==> src/rtl/id_ex_hazard_reg_pkg.sv <==
// Shared widths, FSM encoding and the EX-stage field bundle for the ID/EX register.
// A bubble is the all-zero bundle.
package id_ex_hazard_reg_pkg;

  localparam int DATA_W = 16;
  localparam int REG_W  = 3;
  localparam int CTRL_W = 8;

  typedef enum logic {
    RUN   = 1'b0,
    STALL = 1'b1
  } state_e;

  typedef struct packed {
    logic              valid;
    logic [REG_W-1:0]  rsrc;
    logic [REG_W-1:0]  rdst;
    logic [DATA_W-1:0] rsrc_val;
    logic [DATA_W-1:0] rdst_val;
    logic [DATA_W-1:0] imm;
    logic [CTRL_W-1:0] ctrl;
    logic              rdst1_wb;
    logic              rdst2_wb;
    logic              mem_read;
  } ex_fields_t;

  localparam logic [CTRL_W-1:0] BUBBLE_CTRL = '0;
  localparam ex_fields_t        BUBBLE      = '0;

endpackage

==> src/rtl/id_ex_hazard_reg_if.sv <==
// ID-side inputs and EX-side outputs of the ID/EX register.
// The master is the surrounding pipeline; the slave is the register itself.
interface id_ex_hazard_reg_if #(
  parameter int PERF_W = 16
);
  import id_ex_hazard_reg_pkg::*;

  logic              flush_in;
  logic              freeze_in;
  logic              valid_ID_in;
  logic [REG_W-1:0]  Rsrc_ID_in;
  logic [REG_W-1:0]  Rdst_ID_in;
  logic              uses_Rsrc_ID_in;
  logic              uses_Rdst_ID_in;
  logic [DATA_W-1:0] Rsrc_val_ID_in;
  logic [DATA_W-1:0] Rdst_val_ID_in;
  logic [DATA_W-1:0] imm_ID_in;
  logic [CTRL_W-1:0] ctrl_ID_in;
  logic              Rdst1_wb_ID_in;
  logic              Rdst2_wb_ID_in;
  logic              mem_read_ID_in;

  logic              valid_EX_out;
  logic [REG_W-1:0]  Rsrc_EX_out;
  logic [REG_W-1:0]  Rdst_EX_out;
  logic [DATA_W-1:0] Rsrc_val_EX_out;
  logic [DATA_W-1:0] Rdst_val_EX_out;
  logic [DATA_W-1:0] imm_EX_out;
  logic [CTRL_W-1:0] ctrl_EX_out;
  logic              Rdst1_wb_EX_out;
  logic              Rdst2_wb_EX_out;
  logic              mem_read_EX_out;
  logic              stall_IF_ID_out;
  logic [PERF_W-1:0] bubble_cnt_out;

  modport master (
    output flush_in, freeze_in, valid_ID_in, Rsrc_ID_in, Rdst_ID_in, uses_Rsrc_ID_in,
           uses_Rdst_ID_in, Rsrc_val_ID_in, Rdst_val_ID_in, imm_ID_in, ctrl_ID_in,
           Rdst1_wb_ID_in, Rdst2_wb_ID_in, mem_read_ID_in,
    input  valid_EX_out, Rsrc_EX_out, Rdst_EX_out, Rsrc_val_EX_out, Rdst_val_EX_out,
           imm_EX_out, ctrl_EX_out, Rdst1_wb_EX_out, Rdst2_wb_EX_out, mem_read_EX_out,
           stall_IF_ID_out, bubble_cnt_out
  );

  modport slave (
    input  flush_in, freeze_in, valid_ID_in, Rsrc_ID_in, Rdst_ID_in, uses_Rsrc_ID_in,
           uses_Rdst_ID_in, Rsrc_val_ID_in, Rdst_val_ID_in, imm_ID_in, ctrl_ID_in,
           Rdst1_wb_ID_in, Rdst2_wb_ID_in, mem_read_ID_in,
    output valid_EX_out, Rsrc_EX_out, Rdst_EX_out, Rsrc_val_EX_out, Rdst_val_EX_out,
           imm_EX_out, ctrl_EX_out, Rdst1_wb_EX_out, Rdst2_wb_EX_out, mem_read_EX_out,
           stall_IF_ID_out, bubble_cnt_out
  );

endinterface

==> src/rtl/id_ex_hazard_reg_load_use_detect.sv <==
// Combinational load-use compare: a load in EX whose Rdst1 is read by the valid
// instruction in ID. Dual-write instructions are never loads, so only Rdst1 matters.
module load_use_detect
  import id_ex_hazard_reg_pkg::*;
(
  input  logic             valid_ex,
  input  logic             mem_read_ex,
  input  logic             rdst1_wb_ex,
  input  logic [REG_W-1:0] rdst_ex,
  input  logic             valid_id,
  input  logic             uses_rsrc_id,
  input  logic [REG_W-1:0] rsrc_id,
  input  logic             uses_rdst_id,
  input  logic [REG_W-1:0] rdst_id,
  output logic             hazard
);

  logic src_hit;
  logic dst_hit;

  assign src_hit = uses_rsrc_id && (rsrc_id == rdst_ex);
  assign dst_hit = uses_rdst_id && (rdst_id == rdst_ex);
  assign hazard  = valid_ex && mem_read_ex && rdst1_wb_ex && valid_id && (src_hit || dst_hit);

endmodule

==> src/rtl/id_ex_hazard_reg.sv <==
// ID/EX pipeline register with load-use stall FSM and a saturating bubble counter.
// Per-cycle priority: flush, freeze, STALL state, hazard, normal load.
module id_ex_hazard_reg
  import id_ex_hazard_reg_pkg::*;
#(
  parameter int LU_STALL_CYCLES = 1,
  parameter int PERF_W          = 16
) (
  input logic               clk_in,
  input logic               reset_n_in,
  id_ex_hazard_reg_if.slave bus
);

  if (LU_STALL_CYCLES < 1 || LU_STALL_CYCLES > 3) begin : g_bad_lu
    $error("LU_STALL_CYCLES must be in 1..3");
  end

  ex_fields_t        ex_d, ex_q;
  ex_fields_t        id_fields;
  state_e            state_d, state_q;
  logic [1:0]        cnt_d, cnt_q;
  logic [PERF_W-1:0] bcnt_d, bcnt_q;
  logic [PERF_W-1:0] bcnt_inc;
  logic              hazard;
  logic              stall;

  assign id_fields = '{valid:    bus.valid_ID_in,
                       rsrc:     bus.Rsrc_ID_in,
                       rdst:     bus.Rdst_ID_in,
                       rsrc_val: bus.Rsrc_val_ID_in,
                       rdst_val: bus.Rdst_val_ID_in,
                       imm:      bus.imm_ID_in,
                       ctrl:     bus.ctrl_ID_in,
                       rdst1_wb: bus.Rdst1_wb_ID_in,
                       rdst2_wb: bus.Rdst2_wb_ID_in,
                       mem_read: bus.mem_read_ID_in};

  load_use_detect u_load_use_detect (
    .valid_ex     (ex_q.valid),
    .mem_read_ex  (ex_q.mem_read),
    .rdst1_wb_ex  (ex_q.rdst1_wb),
    .rdst_ex      (ex_q.rdst),
    .valid_id     (bus.valid_ID_in),
    .uses_rsrc_id (bus.uses_Rsrc_ID_in),
    .rsrc_id      (bus.Rsrc_ID_in),
    .uses_rdst_id (bus.uses_Rdst_ID_in),
    .rdst_id      (bus.Rdst_ID_in),
    .hazard       (hazard)
  );

  assign bcnt_inc = (&bcnt_q) ? bcnt_q : bcnt_q + 1'b1;

  always_comb begin
    // NOTE: every output gets a default first so no path leaves a latch behind.
    ex_d    = ex_q;
    state_d = state_q;
    cnt_d   = cnt_q;
    bcnt_d  = bcnt_q;
    stall   = 1'b0;
    if (bus.flush_in) begin
      ex_d    = BUBBLE;
      state_d = RUN;
      cnt_d   = '0;
    end else if (bus.freeze_in) begin
      stall = 1'b1;
    end else if (state_q == STALL) begin
      ex_d   = BUBBLE;
      stall  = 1'b1;
      bcnt_d = bcnt_inc;
      cnt_d  = cnt_q - 2'd1;
      if (cnt_q == 2'd1) state_d = RUN;
    end else if (hazard) begin
      ex_d   = BUBBLE;
      stall  = 1'b1;
      bcnt_d = bcnt_inc;
      // With a single bubble the load leaves EX this edge and the hazard clears itself.
      if (LU_STALL_CYCLES > 1) begin
        state_d = STALL;
        cnt_d   = 2'(LU_STALL_CYCLES - 1);
      end
    end else begin
      ex_d = id_fields;
    end
  end

  always_ff @(posedge clk_in or negedge reset_n_in) begin
    // NOTE: sequential state uses non-blocking assignments so every flop samples pre-edge values.
    if (!reset_n_in) begin
      ex_q    <= BUBBLE;
      state_q <= RUN;
      cnt_q   <= '0;
      bcnt_q  <= '0;
    end else begin
      ex_q    <= ex_d;
      state_q <= state_d;
      cnt_q   <= cnt_d;
      bcnt_q  <= bcnt_d;
    end
  end

  assign bus.valid_EX_out    = ex_q.valid;
  assign bus.Rsrc_EX_out     = ex_q.rsrc;
  assign bus.Rdst_EX_out     = ex_q.rdst;
  assign bus.Rsrc_val_EX_out = ex_q.rsrc_val;
  assign bus.Rdst_val_EX_out = ex_q.rdst_val;
  assign bus.imm_EX_out      = ex_q.imm;
  assign bus.ctrl_EX_out     = ex_q.ctrl;
  assign bus.Rdst1_wb_EX_out = ex_q.rdst1_wb;
  assign bus.Rdst2_wb_EX_out = ex_q.rdst2_wb;
  assign bus.mem_read_EX_out = ex_q.mem_read;
  assign bus.stall_IF_ID_out = stall;
  assign bus.bubble_cnt_out  = bcnt_q;

endmodule

==> src/flat_wrapper.sv <==
// flat-port wrapper written by rule: the top's interface ports become plain ports
module id_ex_hazard_reg_flat import id_ex_hazard_reg_pkg::*;
#(
  parameter int LU_STALL_CYCLES = 1,
  parameter int PERF_W          = 16
)
  (clk_in, reset_n_in, bus_flush_in, bus_freeze_in, bus_valid_ID_in, bus_Rsrc_ID_in, bus_Rdst_ID_in, bus_uses_Rsrc_ID_in, bus_uses_Rdst_ID_in, bus_Rsrc_val_ID_in, bus_Rdst_val_ID_in, bus_imm_ID_in, bus_ctrl_ID_in, bus_Rdst1_wb_ID_in, bus_Rdst2_wb_ID_in, bus_mem_read_ID_in, bus_valid_EX_out, bus_Rsrc_EX_out, bus_Rdst_EX_out, bus_Rsrc_val_EX_out, bus_Rdst_val_EX_out, bus_imm_EX_out, bus_ctrl_EX_out, bus_Rdst1_wb_EX_out, bus_Rdst2_wb_EX_out, bus_mem_read_EX_out, bus_stall_IF_ID_out, bus_bubble_cnt_out);
  id_ex_hazard_reg_if #(.PERF_W(PERF_W)) bus_i ();
  input logic clk_in;
  input logic reset_n_in;
  input wire logic [$bits(bus_i.flush_in)-1:0] bus_flush_in;
  input wire logic [$bits(bus_i.freeze_in)-1:0] bus_freeze_in;
  input wire logic [$bits(bus_i.valid_ID_in)-1:0] bus_valid_ID_in;
  input wire logic [$bits(bus_i.Rsrc_ID_in)-1:0] bus_Rsrc_ID_in;
  input wire logic [$bits(bus_i.Rdst_ID_in)-1:0] bus_Rdst_ID_in;
  input wire logic [$bits(bus_i.uses_Rsrc_ID_in)-1:0] bus_uses_Rsrc_ID_in;
  input wire logic [$bits(bus_i.uses_Rdst_ID_in)-1:0] bus_uses_Rdst_ID_in;
  input wire logic [$bits(bus_i.Rsrc_val_ID_in)-1:0] bus_Rsrc_val_ID_in;
  input wire logic [$bits(bus_i.Rdst_val_ID_in)-1:0] bus_Rdst_val_ID_in;
  input wire logic [$bits(bus_i.imm_ID_in)-1:0] bus_imm_ID_in;
  input wire logic [$bits(bus_i.ctrl_ID_in)-1:0] bus_ctrl_ID_in;
  input wire logic [$bits(bus_i.Rdst1_wb_ID_in)-1:0] bus_Rdst1_wb_ID_in;
  input wire logic [$bits(bus_i.Rdst2_wb_ID_in)-1:0] bus_Rdst2_wb_ID_in;
  input wire logic [$bits(bus_i.mem_read_ID_in)-1:0] bus_mem_read_ID_in;
  output wire logic [$bits(bus_i.valid_EX_out)-1:0] bus_valid_EX_out;
  output wire logic [$bits(bus_i.Rsrc_EX_out)-1:0] bus_Rsrc_EX_out;
  output wire logic [$bits(bus_i.Rdst_EX_out)-1:0] bus_Rdst_EX_out;
  output wire logic [$bits(bus_i.Rsrc_val_EX_out)-1:0] bus_Rsrc_val_EX_out;
  output wire logic [$bits(bus_i.Rdst_val_EX_out)-1:0] bus_Rdst_val_EX_out;
  output wire logic [$bits(bus_i.imm_EX_out)-1:0] bus_imm_EX_out;
  output wire logic [$bits(bus_i.ctrl_EX_out)-1:0] bus_ctrl_EX_out;
  output wire logic [$bits(bus_i.Rdst1_wb_EX_out)-1:0] bus_Rdst1_wb_EX_out;
  output wire logic [$bits(bus_i.Rdst2_wb_EX_out)-1:0] bus_Rdst2_wb_EX_out;
  output wire logic [$bits(bus_i.mem_read_EX_out)-1:0] bus_mem_read_EX_out;
  output wire logic [$bits(bus_i.stall_IF_ID_out)-1:0] bus_stall_IF_ID_out;
  output wire logic [$bits(bus_i.bubble_cnt_out)-1:0] bus_bubble_cnt_out;
  assign bus_i.flush_in = bus_flush_in;
  assign bus_i.freeze_in = bus_freeze_in;
  assign bus_i.valid_ID_in = bus_valid_ID_in;
  assign bus_i.Rsrc_ID_in = bus_Rsrc_ID_in;
  assign bus_i.Rdst_ID_in = bus_Rdst_ID_in;
  assign bus_i.uses_Rsrc_ID_in = bus_uses_Rsrc_ID_in;
  assign bus_i.uses_Rdst_ID_in = bus_uses_Rdst_ID_in;
  assign bus_i.Rsrc_val_ID_in = bus_Rsrc_val_ID_in;
  assign bus_i.Rdst_val_ID_in = bus_Rdst_val_ID_in;
  assign bus_i.imm_ID_in = bus_imm_ID_in;
  assign bus_i.ctrl_ID_in = bus_ctrl_ID_in;
  assign bus_i.Rdst1_wb_ID_in = bus_Rdst1_wb_ID_in;
  assign bus_i.Rdst2_wb_ID_in = bus_Rdst2_wb_ID_in;
  assign bus_i.mem_read_ID_in = bus_mem_read_ID_in;
  assign bus_valid_EX_out = bus_i.valid_EX_out;
  assign bus_Rsrc_EX_out = bus_i.Rsrc_EX_out;
  assign bus_Rdst_EX_out = bus_i.Rdst_EX_out;
  assign bus_Rsrc_val_EX_out = bus_i.Rsrc_val_EX_out;
  assign bus_Rdst_val_EX_out = bus_i.Rdst_val_EX_out;
  assign bus_imm_EX_out = bus_i.imm_EX_out;
  assign bus_ctrl_EX_out = bus_i.ctrl_EX_out;
  assign bus_Rdst1_wb_EX_out = bus_i.Rdst1_wb_EX_out;
  assign bus_Rdst2_wb_EX_out = bus_i.Rdst2_wb_EX_out;
  assign bus_mem_read_EX_out = bus_i.mem_read_EX_out;
  assign bus_stall_IF_ID_out = bus_i.stall_IF_ID_out;
  assign bus_bubble_cnt_out = bus_i.bubble_cnt_out;
  id_ex_hazard_reg #(.LU_STALL_CYCLES(LU_STALL_CYCLES), .PERF_W(PERF_W)) u_core (.clk_in(clk_in), .reset_n_in(reset_n_in), .bus(bus_i));
endmodule
==> config.mk <==
export PLATFORM = sky130hd
export DESIGN_NAME = id_ex_hazard_reg_flat
export DESIGN_NICKNAME = d
export VERILOG_FILES = /design/src/rtl/id_ex_hazard_reg_pkg.sv /design/src/rtl/id_ex_hazard_reg_if.sv /design/src/rtl/id_ex_hazard_reg_load_use_detect.sv /design/src/rtl/id_ex_hazard_reg.sv /design/src/flat_wrapper.sv
export SDC_FILE = /design/constraint.sdc
export NUM_CORES = 1
export LEC_CHECK = 0
export CAP_MARGIN = 20
export CORE_MARGIN = 2
export CORE_UTILIZATION = 30
export DETAILED_ROUTE_END_ITERATION = 6
export DONT_BUFFER_PORTS = 1
export GPL_ROUTABILITY_DRIVEN = 1
export PLACE_DENSITY_LB_ADDON = 0.08
export SLEW_MARGIN = 20
export SYNTH_ARGS = -nofsm -noshare
export SYNTH_HDL_FRONTEND = slang
export SYNTH_SLANG_ARGS = --single-unit
==> constraint.sdc <==
create_clock -name clk_in -period 2.31 [get_ports clk_in]
set_input_delay 0.3465 -clock clk_in [delete_from_list [all_inputs] [get_ports clk_in]]
set_output_delay 0.3465 -clock clk_in [all_outputs]
set_load 0.05 [all_outputs]
After elaboration in Yosys (flattened, before gate mapping) --
Cells that the tools add are included.
Word-level totals: word-level logic and storage cells 51, output and inout bits 83, input port bits 72, flip-flop bits (word level) 85
Operators by class: eq/ne operators 4, bitwise gates (word level) 2, add/subtract/negate cells 2, multiplexer cells 18, reductions and logical operators 12
Operator list (number):
- 66-bit 2-to-1 mux | 4
- 16-bit 2-to-1 mux | 3
- 16-bit by 1-bit adder with 16-bit output, second input constant | 1
- 16-bit AND reduction | 1
- 1-bit 2-to-1 mux | 8
- 3-bit == test | 2
- 1-bit logical AND | 6
- 2-bit 2-to-1 mux | 3
- 2-bit nonzero test | 2
- 3-bit AND reduction | 1
- 2-bit by 1-bit == test with 1-bit output, second input constant | 1
- 2-bit != test, second input constant | 1
- 1-bit inverter | 2
- 2-bit AND reduction | 1
- 2-bit by 1-bit subtractor with 2-bit output, second input constant | 1
- 1-bit logical OR | 1

Depth between registers and ports, before layout --
Gate-level depths: netlist (run 1).
word-level depth 8, depth in mapped cells 7, gate-level depth less buffers 6

Hierarchy --
Synthesis (run 1) repeated with hierarchy kept, for this count alone.
Second synthesis, totals: cells, all modules 244, area, all modules 3325.7 um^2
By module, submodules not included:
- id_ex_hazard_reg | cells an instance 234, area an instance 3249.4 um^2, seq. area each 2127.0 um^2, instances 1
- load_use_detect | cells an instance 10, area an instance 76.3 um^2, seq. area each 0.0 um^2, instances 1

Least setup slack after synthesis (run 1) --
OpenSTA, ideal clock, no wires.
path type register -> output, start register u_core.ex_q, in the netlist u_core.bus.Rdst_EX_out[0], end output bus_stall_IF_ID_out, data required time 1964 ps, buffers on the path 1, path slack -234 ps, stages on the path, launching flop included 6, arrival 2198 ps, cells stage by stage dfrtp_1 xnor2_1 nand4_1 a21o_1 buf_2 a31oi_1
Between the ends: cells in the longest elaborated chain, start to end 8, elaborated cells on any way between the ends 10, those cells by class eq/ne (2); mux (4); reduce/logical (4)
RTL lines:
- start: declaration | line id_ex_hazard_reg.sv:18 | ex_fields_t ex_d, ex_q;
- start signal: assignment | line id_ex_hazard_reg.sv:89 | ex_q <= BUBBLE;
- start signal: assignment | line id_ex_hazard_reg.sv:94 | ex_q <= ex_d;
- 3-bit == test (on tied branches) | line id_ex_hazard_reg_load_use_detect.sv:21, id_ex_hazard_reg_load_use_detect.sv:22
- 1-bit logical AND (on tied branches) | line id_ex_hazard_reg_load_use_detect.sv:21, id_ex_hazard_reg_load_use_detect.sv:22
- 1-bit logical OR (*) | line id_ex_hazard_reg_load_use_detect.sv:23 | assign hazard = valid_ex && mem_read_ex && rdst1_wb_ex && valid_id && (src_hit || dst_hit);
- 1-bit logical AND (*) | line id_ex_hazard_reg_load_use_detect.sv:23
- 1-bit 2-to-1 mux (*) | line id_ex_hazard_reg.sv:72 | end else if (hazard) begin
- 1-bit 2-to-1 mux (*) | line id_ex_hazard_reg.sv:66 | end else if (state_q == STALL) begin
- 1-bit 2-to-1 mux (*) | line id_ex_hazard_reg.sv:64 | end else if (bus.freeze_in) begin
- 1-bit 2-to-1 mux (*) | line id_ex_hazard_reg.sv:60 | if (bus.flush_in) begin
- end: declaration | line flat_wrapper.sv:35 | output wire logic [$bits(bus_i.stall_IF_ID_out)-1:0] bus_stall_IF_ID_out;
Mark *: on every way between the ends. The rest lies on a longest branch, timed or not.

Worst setup path in the final report (run 1) --
Ends and elaborated chain as after synthesis.

==> flow_metrics.tcl, run 1 <==
set metrics [dict create \
    status "finished, violations left" \
    failed_checks "hold timing" \
    synth-compound-area-share_pct 12.4 \
    min_period_ns 2.10 \
    finalSetupTns_ns 0 \
    p_leak_uw 0.00186 \
    numClockSinks 85 \
    combPwrFrac_pct 5.2 \
    ant_nets 0 \
    fin_nets 467 \
    synthToLayoutAreaGrowth_pct 14.8 \
    path_clk_slew_ns 0.06 \
    drive_gt1_share_pct 14.1 \
    antenna_found_initial 0 \
    grt_pass1_wl_um 17600 \
    final_hold_viol_count 85 \
    finalClockSkew_ns 0.00605 \
    maxCapViolations 0 \
    crit_start "u_core.bus.Rdst_EX_out[0]" \
    dieArea_um2 13800 \
    ys_seq_elements 85 \
    setup_viol 0 \
    r2r_cells 6 \
    synthAdderAreaFrac_pct 0.650 \
    rr_endpoint "u_core.bus.imm_EX_out[15]" \
    cp.required_ns 1.96 \
    path_class "reg -> out" \
    fillerInstances 1312 \
    wire_per_inst_um 19.4 \
    drc 0 \
    ys_seq_area_share_pct 55.2 \
    mostFrequentLayoutCell "dfrtp_1" \
    cts_resized 0 \
    vias 3030 \
    hold_slack_ns -0.300 \
    synth_warnings 0 \
    cp-end-kind "output port" \
    finalCritPeriodShare_pct 90.9 \
    globalplace.congestion 0.745 \
    die_h_um 117 \
    grt_overflow 0 \
    core-area_um2 12600 \
    die_x_um 117 \
    syn_inst 391 \
    critPathCapture "bus_stall_IF_ID_out" \
    hpwl_um 6820 \
    rr_startpoint "u_core.bus.Rdst_EX_out[1]" \
    syn-cell-area_um2 3850 \
    grt_max_degree 86 \
    synth_cell_types 36 \
    numPortBuffers 0 \
    synthSimpleGateAreaFrac_pct 22.0 \
    synth_top_family_by_area "simple AND/OR/NAND/NOR gates" \
    ff2ff_setup_slack_ns 0.43 \
    maxSlewViolCount 0 \
    synth_xor_area_share_pct 5.00 \
    ctsHtreeMaxLevel 3 \
    cp.arrival_ns 1.75 \
    rows 41 \
    max_freq_mhz 476 \
    p_switching_uw 923 \
    clock_path_buffers 2 \
    post_cts_buffers 0 \
    dr.pass1.iters 4 \
    root_buffer "clkbuf_16" \
    grt_use_total_pct 16.2 \
    grt_pass1_vias 3045 \
    sw_frac_of_total_pct 27.5 \
    hold_path.class "in -> async" \
    cp_max_fo 4 \
    worstSetupStartpointType "flop" \
    io_pins 155 \
    ir_drop_uv 250 \
    rsz0062_at_grt "no" \
    diodes 0 \
    wl_um 11000 \
    relSlewSlack_pct 51.8 \
    drtIter0Drc 279 \
    internal_power_uw 2430 \
    clock_latency_ns 0.34 \
    powerDensity_nw_per_um2 759 \
    seqPwrFrac_pct 53.6 \
    vias_per_cell 5.33 \
    final_cell_mix "dfrtp_1, nand4_1, nand2_1" \
    synthesis.nets 465 \
    synthMuxAreaShare_pct 0.292 \
    worstMarginPinSlew_ns 0.722 \
    cts_tree "built" \
    clkPwrFrac_pct 41.2 \
    start_util_pct 30.7 \
    fin_cells 569 \
    synth.avg_cell_area_um2 9.85 \
    cts_made_buffers 9 \
    post-place-cells 554 \
]
[critical path: stages (launching register included)]
cell and delay, ns:
dfrtp_1 0.42, xnor2_1 0.17, nand4_1 0.17, a21o_2 0.26, a31oi_2 0.24, buf_12 0.17
[power by group through the flow]
stage | clock network (uW) | registers, uW | logic (uW)
after floorplan | 0 | 1830 | 147
after global placement | 0 | 1830 | 174
after detailed placement | 0 | 1830 | 176
after CTS | 1440 | 1800 | 176
after global routing | 1510 | 1810 | 197
final | 1380 | 1800 | 175
[cell type report]
| cell class | instances | area (um2) | share of cell area, % |
|---|---|---|---|
| clock inverters | 1 | 5.00 | 0.113 |
| flip-flops and latches | 85 | 2130 | 48.1 |
| well taps | 172 | 215 | 4.87 |
| repair buffers | 27 | 228 | 5.15 |
| inverters | 3 | 11.3 | 0.255 |
| multi-input cells | 267 | 1560 | 35.3 |
| clock buffers | 14 | 274 | 6.20 |
[logic make-up after synthesis]
| kind of cell | Yosys count |
|---|---|
| compound gates | 81 |
| xor+xnor | 22 |
| fa+ha+maj | 2 |
| buf+inv | 39 |
| flops | 85 |
| mux | 1 |
| simple gates | 161 |
[cell usage after synthesis]
cell type  instances  share of area, %
dfrtp_1           85                55
nand4_1           62                10
nand2_1           60               5.8
a21oi_1           59               7.7
clkbuf_1          22               2.1
xnor2_1           22               5.0
nor2_1            15               1.5
nand3_1           10               1.3
a32oi_1            7               1.6
buf_2              5              0.65
buf_4              5              0.97
buf_1              4              0.39
and3_1             3              0.49
o2111ai_1          3              0.68
a211oi_1           2              0.39
a211oi_2           2              0.65
a22oi_1            2              0.39
and3_2             2              0.39
and4_4             2              0.58
ha_1               2              0.65
o21ai_0            2              0.26
a21o_1             1              0.19
a21oi_2            1              0.23
a31oi_1            1              0.16
a41oi_1            1              0.23
and2_2             1              0.19
clkinv_1           1             0.097
inv_1              1             0.097
inv_2              1             0.097
mux2_1             1              0.29
nand2b_1           1              0.16
nand3_2            1              0.26
nor2_4             1              0.29
nor3_2             1              0.26
nor3b_4            1              0.49
or3_1              1              0.16
[layer usage]
metal  share of wire (%)  wire [um]  vias to the layer above  global-route usage, %
met5                   0          0                        -                      0
met4                 2.1        234                        0                   6.78
met3                 7.8        862                       14                   5.74
met2                  46       5120                      120                   24.7
met1                  44       4820                     1480                   20.9
li1                    -          -                     1416                      -
[state kept, by name, indices dropped and copies added, names as in the netlist]
register	flops
u_core.bus.Rsrc_val_EX_out	16
u_core.bus.ctrl_EX_out	8
u_core.bus.valid_EX_out	1
u_core.cnt_q	2
u_core.bus.Rsrc_EX_out	3
u_core.bus.imm_EX_out	16
u_core.bus.bubble_cnt_out	16
u_core.bus.Rdst_EX_out	3
u_core.bus.Rdst2_wb_EX_out	1
u_core.state_q	1
u_core.bus.Rdst1_wb_EX_out	1
u_core.bus.mem_read_EX_out	1
u_core.bus.Rdst_val_EX_out	16
[metrics by stage]
| stage | hold slack [ns] | instance area, um2 | util (%) | worst slack (ns) | total power (uW) |
|---|---|---|---|---|---|
| floorplan | 0.0509 | 3860 | - | 0.0299 | 1980 |
| global placement | 0.0532 | 4140 | 33.0 | 0.471 | 2000 |
| detailed placement | 0.0535 | 4140 | 33.0 | 0.433 | 2000 |
| CTS | -0.318 | 4420 | 35.2 | 0.162 | 3420 |
| global route | -0.318 | 4420 | 35.2 | 0.0599 | 3510 |
| finish | -0.300 | 4420 | 35.2 | 0.209 | 3360 |
[how the worst min path moves through the flow]
| stage | startpoint | end | slack (ns) | cells after the start |
|---|---|---|---|---|
| final | reset_n_in | u_core.bus.bubble_cnt_out[6] | -0.30 | 0 |
| after global routing | reset_n_in | u_core.bus.Rsrc_EX_out[1] | -0.32 | 0 |
| after CTS | reset_n_in | u_core.bus.bubble_cnt_out[7] | -0.32 | 0 |
| after detailed placement | reset_n_in | u_core.bus.bubble_cnt_out[6] | 0.05 | 0 |
| after global placement | reset_n_in | u_core.bus.bubble_cnt_out[7] | 0.05 | 0 |
| after floorplan | reset_n_in | u_core.bus.Rdst1_wb_EX_out | 0.05 | 0 |
Note: power is estimated with default switching activity, not from simulation.
==> run 2, diff against run 1 <==
==> constraint.sdc (replaced) <==
create_clock -name clk_in -period 2.1 [get_ports clk_in]
set_input_delay 0.315 -clock clk_in [delete_from_list [all_inputs] [get_ports clk_in]]
set_output_delay 0.315 -clock clk_in [all_outputs]
set_load 0.02 [all_outputs]
==> run 2 against run 1 <==
Compared with the run above:
- the flow still finishes with violations (hold timing)
- design area is 2.3% higher
- critical path depth is 1 lower
- utilization is 0.83 points higher
- worst hold slack worse by 0.038 ns
- sequential share of layout area is 1.0 points lower
- first-iteration DRC count is 39% lower
- sequential power is 3% higher
- combinational power hardly changed
- power is 13% higher
==> flow_metrics.tcl, run 2 (synthesized netlist as in run 1, its figures left out) <==
set metrics [dict create \
    status "finished, violations left" \
    failed_checks "hold timing" \
    path_clk_slew_ns 0.06 \
    io_pins 155 \
    root_buffer "clkbuf_16" \
    hpwl_um 6930 \
    cts_tree "built" \
    grt_pass1_vias 2970 \
    grt_use_total_pct 15.9 \
    mostFrequentLayoutCell "dfrtp_1" \
    drtIter0Drc 171 \
    worstSetupStartpointType "flop" \
    dr.pass1.iters 5 \
    synthToLayoutAreaGrowth_pct 17.5 \
    powerDensity_nw_per_um2 836 \
    grt_pass1_wl_um 17200 \
    rows 41 \
    clock_path_buffers 2 \
    start_util_pct 30.7 \
    relSlewSlack_pct 61.0 \
    numPortBuffers 0 \
    rsz0062_at_grt "yes" \
    crit_slowest_cell "dfrtp_1" \
    cp.buffers_inverters 1 \
    vias_per_cell 5.36 \
    grt_util_met3_pct 6.61 \
    maxCapViolations 0 \
    final_cell_mix "dfrtp_1, nand4_1, nand2_1" \
    worstMarginPinSlew_ns 0.582 \
    die_h_um 117 \
    diodes 0 \
    wire_per_inst_um 19.4 \
    core-area_um2 12600 \
    finalSetupTns_ns 0 \
    cp.required_ns 1.78 \
    wl_um 11100 \
    hold_slack_ns -0.337 \
    fillerInstances 1300 \
    vias 3060 \
    clock_latency_ns 0.34 \
    grt_overflow 0 \
    p_leak_uw 0.00189 \
    drive_gt1_share_pct 17.3 \
    path_class "reg -> out" \
    numClockSinks 85 \
    grtUsageMet1_pct 20.1 \
    grt_max_degree 86 \
    cp.arrival_ns 1.73 \
    fin_nets 468 \
    ctsHtreeMaxLevel 3 \
    cpPeakStageDelay_ns 0.54 \
    setup_viol 0 \
    crit_chain "nand4_1 > a21o_2 > a31oi_4 > buf_6" \
    drc 0 \
    die_x_um 117 \
    finalClockSkew_ns 0.00518 \
    antenna_found_initial 0 \
    globalplace.congestion 0.730 \
    cp_max_fo 4 \
    min_period_ns 2.04 \
    grt-busiest-layer "met2" \
    max_freq_mhz 490 \
    finalCritPeriodShare_pct 97.2 \
    hold_path.class "in -> async" \
    ir_drop_uv 328 \
    cpLargestDelayFamily "flip-flops" \
    dieArea_um2 13800 \
    final_hold_viol_count 85 \
    ant_nets 0 \
    gr-usage-met2_pct 23.0 \
    cts_made_buffers 9 \
    cp-end-kind "output port" \
    total_power_uw 3790 \
    maxSlewViolCount 0 \
]
-- run 2: layout make-up --
type	count	area [um2]	area share [%]
Clock buffer	12	256	5.67
Inverter	3	11.3	0.249
Tap cell	172	215	4.76
Sequential cell	85	2130	47.1
Multi-Input combinational cell	267	1630	35.9
Timing Repair Buffer	28	218	4.81
Clock inverter	4	70.1	1.55
-- run 2: report_power, final --
group / switching [uW] / internal (uW)
registers: 143 / 1710
logic: 85.2 / 89.4
clock network: 658 / 1100
-- run 2: metal layers --
layer  vias up  wire (um)
li1       1420          -
met1      1492       4820
met2       126       4910
met3        22        985
met4         0        345
met5         -          0
-- run 2: timing repair --
| action | in CTS | in global routing |
|---|---|---|
| pin swaps | 5 | 7 |
| endpoints found under the hold margin | 85 | 85 |
| resized for setup | 4 | 11 |
| setup endpoints to repair | 1 | 11 |
| setup buffers | 6 | 1 |
-- run 2: through the flow --
stage | util, % | instance area [um2] | instances | setup slack, ns | hold WS (ns)
after floorplan | - | 3850 | 391 | 0.211 | 0.0194
after global placement | 32.4 | 4070 | 548 | 0.212 | 0.0221
after detailed placement | 32.4 | 4070 | 548 | 0.242 | 0.0220
after CTS | 35.4 | 4450 | 570 | 0.00929 | -0.357
after global routing | 36.0 | 4530 | 571 | -0.0466 | -0.362
final | 36.0 | 4530 | 571 | 0.0598 | -0.337
-- run 2: path summary, 6_finish.rpt --
check / start / to / slack, ns / depth (start not counted)
worst max register to register: u_core.bus.Rdst_EX_out[1] / u_core.bus.bubble_cnt_out[9] / 0.14 / 10
worst min register to register: u_core.cnt_q[0] / u_core.cnt_q[0] / 0.57 / 2
worst max-delay path: u_core.bus.mem_read_EX_out / bus_stall_IF_ID_out / 0.06 / 4
max in group asynchronous: reset_n_in / u_core.bus.imm_EX_out[5] / 2.32 / 0
worst min-delay path: reset_n_in / u_core.bus.bubble_cnt_out[6] / -0.34 / 0
min in group clk_in: bus_flush_in / u_core.bus.imm_EX_out[1] / 0.03 / 1
==> run 3, diff against run 2 <==
--- a/config.mk
+++ b/config.mk
@@ -7,10 +7,11 @@
 export LEC_CHECK = 0
 export CAP_MARGIN = 20
 export CORE_MARGIN = 2
-export CORE_UTILIZATION = 30
+export CORE_UTILIZATION = 55
 export DETAILED_ROUTE_END_ITERATION = 6
 export DONT_BUFFER_PORTS = 1
 export GPL_ROUTABILITY_DRIVEN = 1
+export HOLD_SLACK_MARGIN = 0.06
 export PLACE_DENSITY_LB_ADDON = 0.08
 export SLEW_MARGIN = 20
 export SYNTH_ARGS = -nofsm -noshare
==> run 3 against run 2 <==
Compared with the run above:
- the flow still finishes with violations (hold timing)
- first-iteration DRC count grew 11%
- fmax grew 0.83%
- power shrank 14%
- non-clock buffer count shrank 8
- sequential cell count is the same
- largest cell class unchanged
- largest power group unchanged
- highest routed layer unchanged
==> flow_metrics.tcl, run 3 (synthesized netlist as in run 1, its figures left out) <==
set metrics [dict create \
    status "finished, violations left" \
    failed_checks "hold timing" \
    powerDensity_nw_per_um2 760 \
    grt_pass1_vias 2893 \
    relSlewSlack_pct 62.7 \
    grt_use_total_pct 24.7 \
    fin_nets 460 \
    wire_per_inst_um 19.1 \
    ir_drop_uv 511 \
    globalplace.congestion 0.804 \
    finish.utilization_pct 62.7 \
    p_leak_uw 0.00180 \
    finalCritPeriodShare_pct 96.4 \
    worstMarginPinSlew_ns 0.557 \
    grt_pass1_wl_um 14800 \
    drtIter0Drc 189 \
    cts_hold_buf 1 \
    start_util_pct 56.7 \
    dieArea_um2 7690 \
    synthToLayoutAreaGrowth_pct 10.7 \
    die_h_um 87.7 \
    grt_overflow 0 \
    fin_cells 487 \
    ctsHtreeMaxLevel 3 \
    clock_path_buffers 2 \
    numClockSinks 85 \
    die_x_um 87.7 \
    io_pins 155 \
    ant_nets 0 \
    cts_tree "built" \
    numPortBuffers 0 \
    vias_per_cell 6.14 \
    post-place-cells 467 \
    rows 30 \
    cp_max_fo 4 \
    vias 2990 \
    drc 0 \
    cp.required_ns 1.78 \
    grt_max_degree 86 \
    hpwl_um 5960 \
    cp-end-kind "output port" \
    min_period_ns 2.02 \
    cp.arrival_ns 1.71 \
    drive_gt1_share_pct 15.1 \
    final_hold_viol_count 85 \
    diodes 0 \
    clock_latency_ns 0.34 \
    cts_made_buffers 9 \
    path_class "reg -> out" \
    maxCapViolations 0 \
    finalClockSkew_ns 0.0110 \
    dr.pass1.iters 5 \
    rsz0062_at_grt "no" \
    root_buffer "clkbuf_8" \
    wl_um 9300 \
    core-area_um2 6790 \
    worstSetupStartpointType "flop" \
    max_freq_mhz 494 \
    finalSetupTns_ns 0 \
    maxSlewViolCount 0 \
    mostFrequentLayoutCell "dfrtp_1" \
    hold_path.class "in -> async" \
    setup_viol 0 \
    total_power_uw 3240 \
    final_cell_mix "dfrtp_1, nand4_1, nand2_1" \
    path_clk_slew_ns 0.09 \
    antenna_found_initial 0 \
    hold_slack_ns -0.343 \
]
==> run 3: final timing paths <==
path,from,endpoint,slack (ns),cells after the start
max reg2reg,u_core.bus.Rdst_EX_out[2],u_core.bus.Rsrc_EX_out[0],0.22,7
max in group asynchronous,reset_n_in,u_core.bus.Rdst_EX_out[2],2.31,0
min,reset_n_in,u_core.bus.bubble_cnt_out[6],-0.34,0
min in group clk_in,bus_freeze_in,u_core.bus.Rsrc_val_EX_out[12],0.10,2
min reg2reg,u_core.cnt_q[0],u_core.cnt_q[0],0.57,2
max,u_core.bus.Rdst_EX_out[2],bus_stall_IF_ID_out,0.08,5
==> run 3: final cells by class <==
type | instances | area (um2)
inverter | 3 | 11.3
multi-input combinational | 267 | 1620
clock buffer | 13 | 169
sequential | 85 | 2130
tap | 96 | 120
timing repair buffer | 20 | 174
clock inverter | 3 | 42.5
fill | 564 | 2530
==> run 3: worst max-delay path: stages (launching register included) <==
cell and delay, ns:
dfrtp_2 0.51, xnor2_2 0.17, nand4_1 0.13, a21o_2 0.24
a31oi_4 0.18, buf_6 0.14
==> run 3: report_power, final <==
part | total (uW) | switching [uW] | internal [uW] | leakage, uW
logic | 189 | 99.7 | 89.8 | 0.000554
registers | 1850 | 143 | 1700 | 0.00114
clock network | 1200 | 555 | 647 | 0.000106
==> run 3: per-stage QoR <==
step	area [um2]	worst slack (ns)	hold slack, ns
2_1_floorplan	3850	0.211	0.0194
3_3_place_gp	3930	0.312	0.0210
3_5_place_dp	3930	0.277	0.0211
4_1_cts	4200	0.0171	-0.357
5_1_grt	4260	0.00897	-0.370
6_report	4260	0.0765	-0.343
==> run 3: repair_timing <==
item,in CTS,in global routing
setup buffers,2,1
pin swaps,3,5
endpoints found under the setup margin,1,1
endpoints found under the hold margin,154,85
resized for setup,4,8
==> run 3: per-layer routing <==
| layer | wire length (um) | GRT usage (%) | vias up |
|---|---|---|---|
| li1 | - | - | 1401 |
| met1 | 3870 | 34.0 | 1468 |
| met2 | 4500 | 37.1 | 113 |
| met3 | 829 | 8.29 | 8 |
| met4 | 98 | 7.69 | 0 |
| met5 | 0 | 0 | - |
==> patch 1: new RTL, config.mk and constraints of run 3 <==
Set the package constant `CTRL_W` to 10 (it was 8).
--- a/src/rtl/id_ex_hazard_reg_pkg.sv
+++ b/src/rtl/id_ex_hazard_reg_pkg.sv
@@ -5,5 +5,5 @@
   localparam int DATA_W = 16;
   localparam int REG_W  = 3;
-  localparam int CTRL_W = 8;
+  localparam int CTRL_W = 10;
 
   typedef enum logic {
Ports: changed (resized bus_ctrl_EX_out and bus_ctrl_ID_in); port bits go from 155 to 159. No check against the original RTL was run, so the function may have changed too.
==> patch 1 against run 3 <==
  * The flow still finishes with violations (negative hold slack)
  * Power up 4.2%
  * Routed wire length down 4.5%
  * Synthesized area down 0.52%
  * Core utilization about the same
  * Sequential cell count up 2
  * Cell area down 0.62%
  * Final cell count up 1.2%
  * Worst setup slack better by 0.076 ns
  * Largest cell class unchanged
==> patch 1: results (changes against run 3) <==
layout cells sized above 1 13.80% (-1.3 points); outcome complete, but fails checks; global-route wire length before repair 13.57 mm (-8.3%); first-iteration detailed-routing DRC count 188 (-0.53%); Inserted Clock Buffers 9 (unchanged); Hold Path Class input port to async pin; pre-CTS setup slack 0.04770 ns (-0.2293 ns); Avg WL per Cell 18.02 um (-5.7%); clock slew at reported path FFs 0.08 ns; Synth Warn # 0 (unchanged); top cells by area, synth dfrtp_1 57%, nand3_1 9.7%, a21oi_1 9.1%; H-tree level count 3 (unchanged); placed inst area 0.004000 mm^2 (+1.7%); n_diodes 0 (unchanged); Mapped Cells 402 (+2.8%); initial antenna violation count 0 (unchanged); clock skew 0.008089 ns (-0.002912 ns); Worst EP arrival 2.22 ns (+0.51 ns); vias in the first global route 2769 (-4.3%); cts hold-fix bufs 1 (unchanged); Syn Nets 478 (+2.8%); failing checks negative hold slack; commonest cells in the netlist 87 x dfrtp_1, 75 x nand2_1, 74 x nand3_1; LEAKAGE 0.001899 uW (+5.4%); fin util 62.70% (about the same); DRT Pass-1 Iters 4 (-1); via count 2895 (-3.2%); # fillers 581 (+3.0%); Max Buffers Root-to-Sink 2 (unchanged); Tot GR Track Use 22.85% (-1.8 points); Worst-Skew Late Latency 0.35 ns; root buffer cell clkbuf_8; CP Max Fanout 14 (+10); DRT Wirelength 8.883 mm (-4.5%); Final Hold Fails 87 (+2.4%); DP HPWL 5.687 mm (-4.6%); asr flop ratio synth 100.0% (unchanged); Main synth FF type dfrtp_1; post-synthesis cell type count 30 (-17%); hold_ws -0.3474 ns (-0.003989 ns); port buffer count 0 (unchanged); GPL Wtd Cong 0.7897 (-1.8%); Max IR drop VDD 426.9 uV (-17%); relative slew slack 74.08% (+11 points); sequential fraction of the synthesis area 56.81% (+1.6 points); largest net degree at the start of global routing 88 (+2.3%)
==> patch 1: cell count changes in the layout (fill, tap and decap cells not counted), moves of 7 or more <==
cell / run 3 / this run
a21oi_1: 59 / 69
a32oi_1: 7 / 0
buf_4: 18 / 26
nand2_1: 60 / 75
nand3_1: 10 / 74
nand4_1: 62 / 4
xor2_1: 0 / 9
==> patch 1: kinds of logic after synthesis <==
kind of cell               after synthesis  synth area share [%]
muxes                                    1                0.3917
buffers and inverters                   37                 4.635
and+or+nand+nor                        178                 22.33
AOI/OAI and AO/OA                       75                 10.15
adders and majority gates                2                0.6529
xor gates and xnor gates                22                 5.028
DFF                                     87                 56.81
==> patch 1: routing by layer <==
layer | vias to the layer above | part of all wire, % | GRT usage, %
li1 | 1377 | - | -
met1 | 1376 | 42 | 29.57
met2 | 116 | 46 | 34.44
met3 | 26 | 8.3 | 7.014
met4 | 0 | 3.5 | 12.17
met5 | - | 0 | 0
==> patch 1: worst max-delay path, stage by stage (launching register included) <==
cell and delay [ns]:
dfrtp_1 0.38, ha_1 0.24, nand4_1 0.14, nor4_4 0.06, a211oi_2 0.33, nor2_2 0.07
buf_4 0.20, nor4_1 0.29, xor2_1 0.17
==> patch 1: final cells by class <==
| cell class | count | share of cell area (%) |
|---|---|---|
| tap | 80 | 2.363 |
| sequential | 87 | 51.39 |
| multi-input combinational | 278 | 35.29 |
| clock buffer | 9 | 2.924 |
| timing repair buffer | 28 | 5.729 |
| clock inverter | 5 | 1.772 |
| inverter | 6 | 0.5316 |
==> patch 1: report_power, final <==
group / switching, uW / internal (uW)
logic: 154 / 108
clock network: 560 / 651
registers: 142 / 1760
total: 856 / 2520
==> patch 1: final timing paths <==
kind | endpoint | cells after the start | start | slack [ns]
max | u_core.bus.bubble_cnt_out[15]$_DFFE_PN0P_ | 8 | u_core.bus.bubble_cnt_out[0]$_DFFE_PN0P_ | 0.15
min | u_core.bus.bubble_cnt_out[7]$_DFFE_PN0P_ | 0 | reset_n_in | -0.35
max reg2reg | u_core.bus.bubble_cnt_out[15]$_DFFE_PN0P_ | 8 | u_core.bus.bubble_cnt_out[0]$_DFFE_PN0P_ | 0.15
min reg2reg | u_core.cnt_q[0]$_DFFE_PN0P_ | 2 | u_core.cnt_q[0]$_DFFE_PN0P_ | 0.59
max in group asynchronous | u_core.bus.Rdst_EX_out[1]$_DFFE_PN0P_ | 0 | reset_n_in | 2.28
min in group clk_in | u_core.bus.Rdst_val_EX_out[10]$_DFFE_PN0P_ | 2 | bus_Rdst_val_ID_in[10] | 0.09
==> patch 1: what timing repair did <==
| action | in CTS | in global routing |
|---|---|---|
| setup buffers | 0 | 0 |
| endpoints found under the hold margin | 158 | 87 |
| endpoints found under the setup margin | 0 | 5 |
| resized for setup | 0 | 2 |
==> patch 2: new RTL, config.mk and constraints of run 3 <==
Made on the original files. Make the reset (`reset_n_in`) synchronous in one clocked block.
--- a/src/rtl/id_ex_hazard_reg.sv
+++ b/src/rtl/id_ex_hazard_reg.sv
@@ -84,5 +84,5 @@
   end
 
-  always_ff @(posedge clk_in or negedge reset_n_in) begin
+  always_ff @(posedge clk_in) begin
     // NOTE: sequential state uses non-blocking assignments so every flop samples pre-edge values.
     if (!reset_n_in) begin
Function: differs if reset_n_in is asserted again (counterexample within 4 cycles, from zero or initial values and one cycle with reset_n_in low); with reset_n_in held inactive, the same outputs for 10 cycles.
==> patch 2 against run 3 <==
  * Sequential power fell by 6%
  * Global-route usage fell by 3.6 points
  * Worst setup slack improved by 0.025 ns
  * Routed wire length fell by 32%
  * Synthesized area fell by 23%
  * Sequential cell count did not move
  * Cell area fell by 20%
  * Power fell by 11%
  * Largest power group unchanged
  * Highest routed layer unchanged
==> patch 2: results (changes against run 3) <==
outcome completed; hold_ws 0.09327 ns (+0.4367 ns); GPL Wtd Cong 0.7748 (-3.7%); top cells by area, synth dfxtp_1 58%, a22o_1 20%, xnor2_1 2.4%; largest net degree at the start of global routing 62 (-28%); clock skew 0.01016 ns (-0.0008384 ns); r2r worst-path depth 6 (-1); Max Buffers Root-to-Sink 2 (unchanged); Worst EP arrival 2.21 ns (+0.50 ns); register-to-register setup slack 0.10 ns (-0.12 ns); initial antenna violation count 0 (unchanged); DP HPWL 4.419 mm (-26%); nets 358 (-22%); placed inst area 0.003179 mm^2 (-19%); layout cells sized above 1 17.65% (+2.6 points); Critical Path End u_core.bus.bubble_cnt_out[9]$_SDFFE_PN0P_; pre-CTS setup slack 0.08319 ns (-0.1938 ns); LEAKAGE 0.001297 uW (-28%); P_sw 725.9 uW (-9.0%); Tot GR Track Use 21.06% (-3.6 points); vias per cell 6.042 (-1.6%); DRT Pass-1 Iters 4 (-1); sequential fraction of the synthesis area 57.51% (+2.3 points); fmax 500.3 MHz (+1.2%); post-synthesis cell type count 33 (-8.3%); commonest cells in the netlist 85 x dfxtp_1, 66 x a22o_1, 12 x a21oi_1; CP Max Fanout 5 (+1); Avg WL per Cell 17.68 um (-7.4%); global-route wire length before repair 10.05 mm (-32%); Crit Path Class flip-flop to flip-flop; Syn Nets 337 (-28%); Hold Path Class input port to flip-flop; asr flop ratio synth 0% (-100 points); FF-to-FF Start u_core.bus.bubble_cnt_out[0]$_SDFFE_PN0P_
==> patch 2: layer usage <==
layer  wire [um]  global-route usage, %  up-vias
li1            -                      -     1048
met1        2751                  26.56     1009
met2        2912                  32.61      104
met3         602                  6.628        8
met4          82                  10.54        0
met5           0                      0        -
==> patch 2: layout make-up <==
class / instances / area, um^2
Inverter: 8 / 30.03
Timing Repair Buffer: 25 / 200.2
Tap cell: 70 / 87.58
Fill cell: 422 / 1737
Clock buffer: 9 / 123.9
Sequential cell: 85 / 1704
Multi-Input combinational cell: 155 / 1201
Clock inverter: 7 / 56.30
==> patch 2: cells by family (layout without fill, tap and decap cells) <==
logic type                 count (synthesis)  count (layout)  share of synthesized area (%)
muxes                                      1               1                         0.3383
xor gates and xnor gates                   9               9                          2.664
buffers and inverters                     24              49                          3.510
AOI/OAI and AO/OA                         97              98                          26.26
adders and majority gates                  2               2                         0.8455
and+or+nand+nor                           45              45                          8.879
DFF                                       85              85                          57.51
==> patch 2: through the flow <==
stage	cells	util [%]
after floorplan	263	-
after global placement	341	61.85
after detailed placement	341	61.85
after CTS	357	65.36
after global routing	359	66.21
final	359	66.21
==> patch 2: power groups by stage <==
stage          Clock, uW  Sequential (uW)  Combinational [uW]
2_1_floorplan          0             1760                83.8
3_3_place_gp           0             1770                 106
3_5_place_dp           0             1770                 108
4_1_cts             1070             1730                 108
5_1_grt             1140             1740                 121
6_report            1040             1730                 110
==> patch 2: worst max-delay path, stage by stage (launching register included) <==
cell,delay [ns]
dfxtp_1,0.32
ha_1,0.20
and3_1,0.25
a311oi_4,0.35
o211ai_1,0.25
o311ai_0,0.37
o41ai_1,0.14
==> patch 2: what timing repair did <==
item | CTS | global route
gates resized for setup | 0 | 5
endpoints found under the setup margin | 0 | 10
hold buffers | 0 | 0
setup buffers | 0 | 1
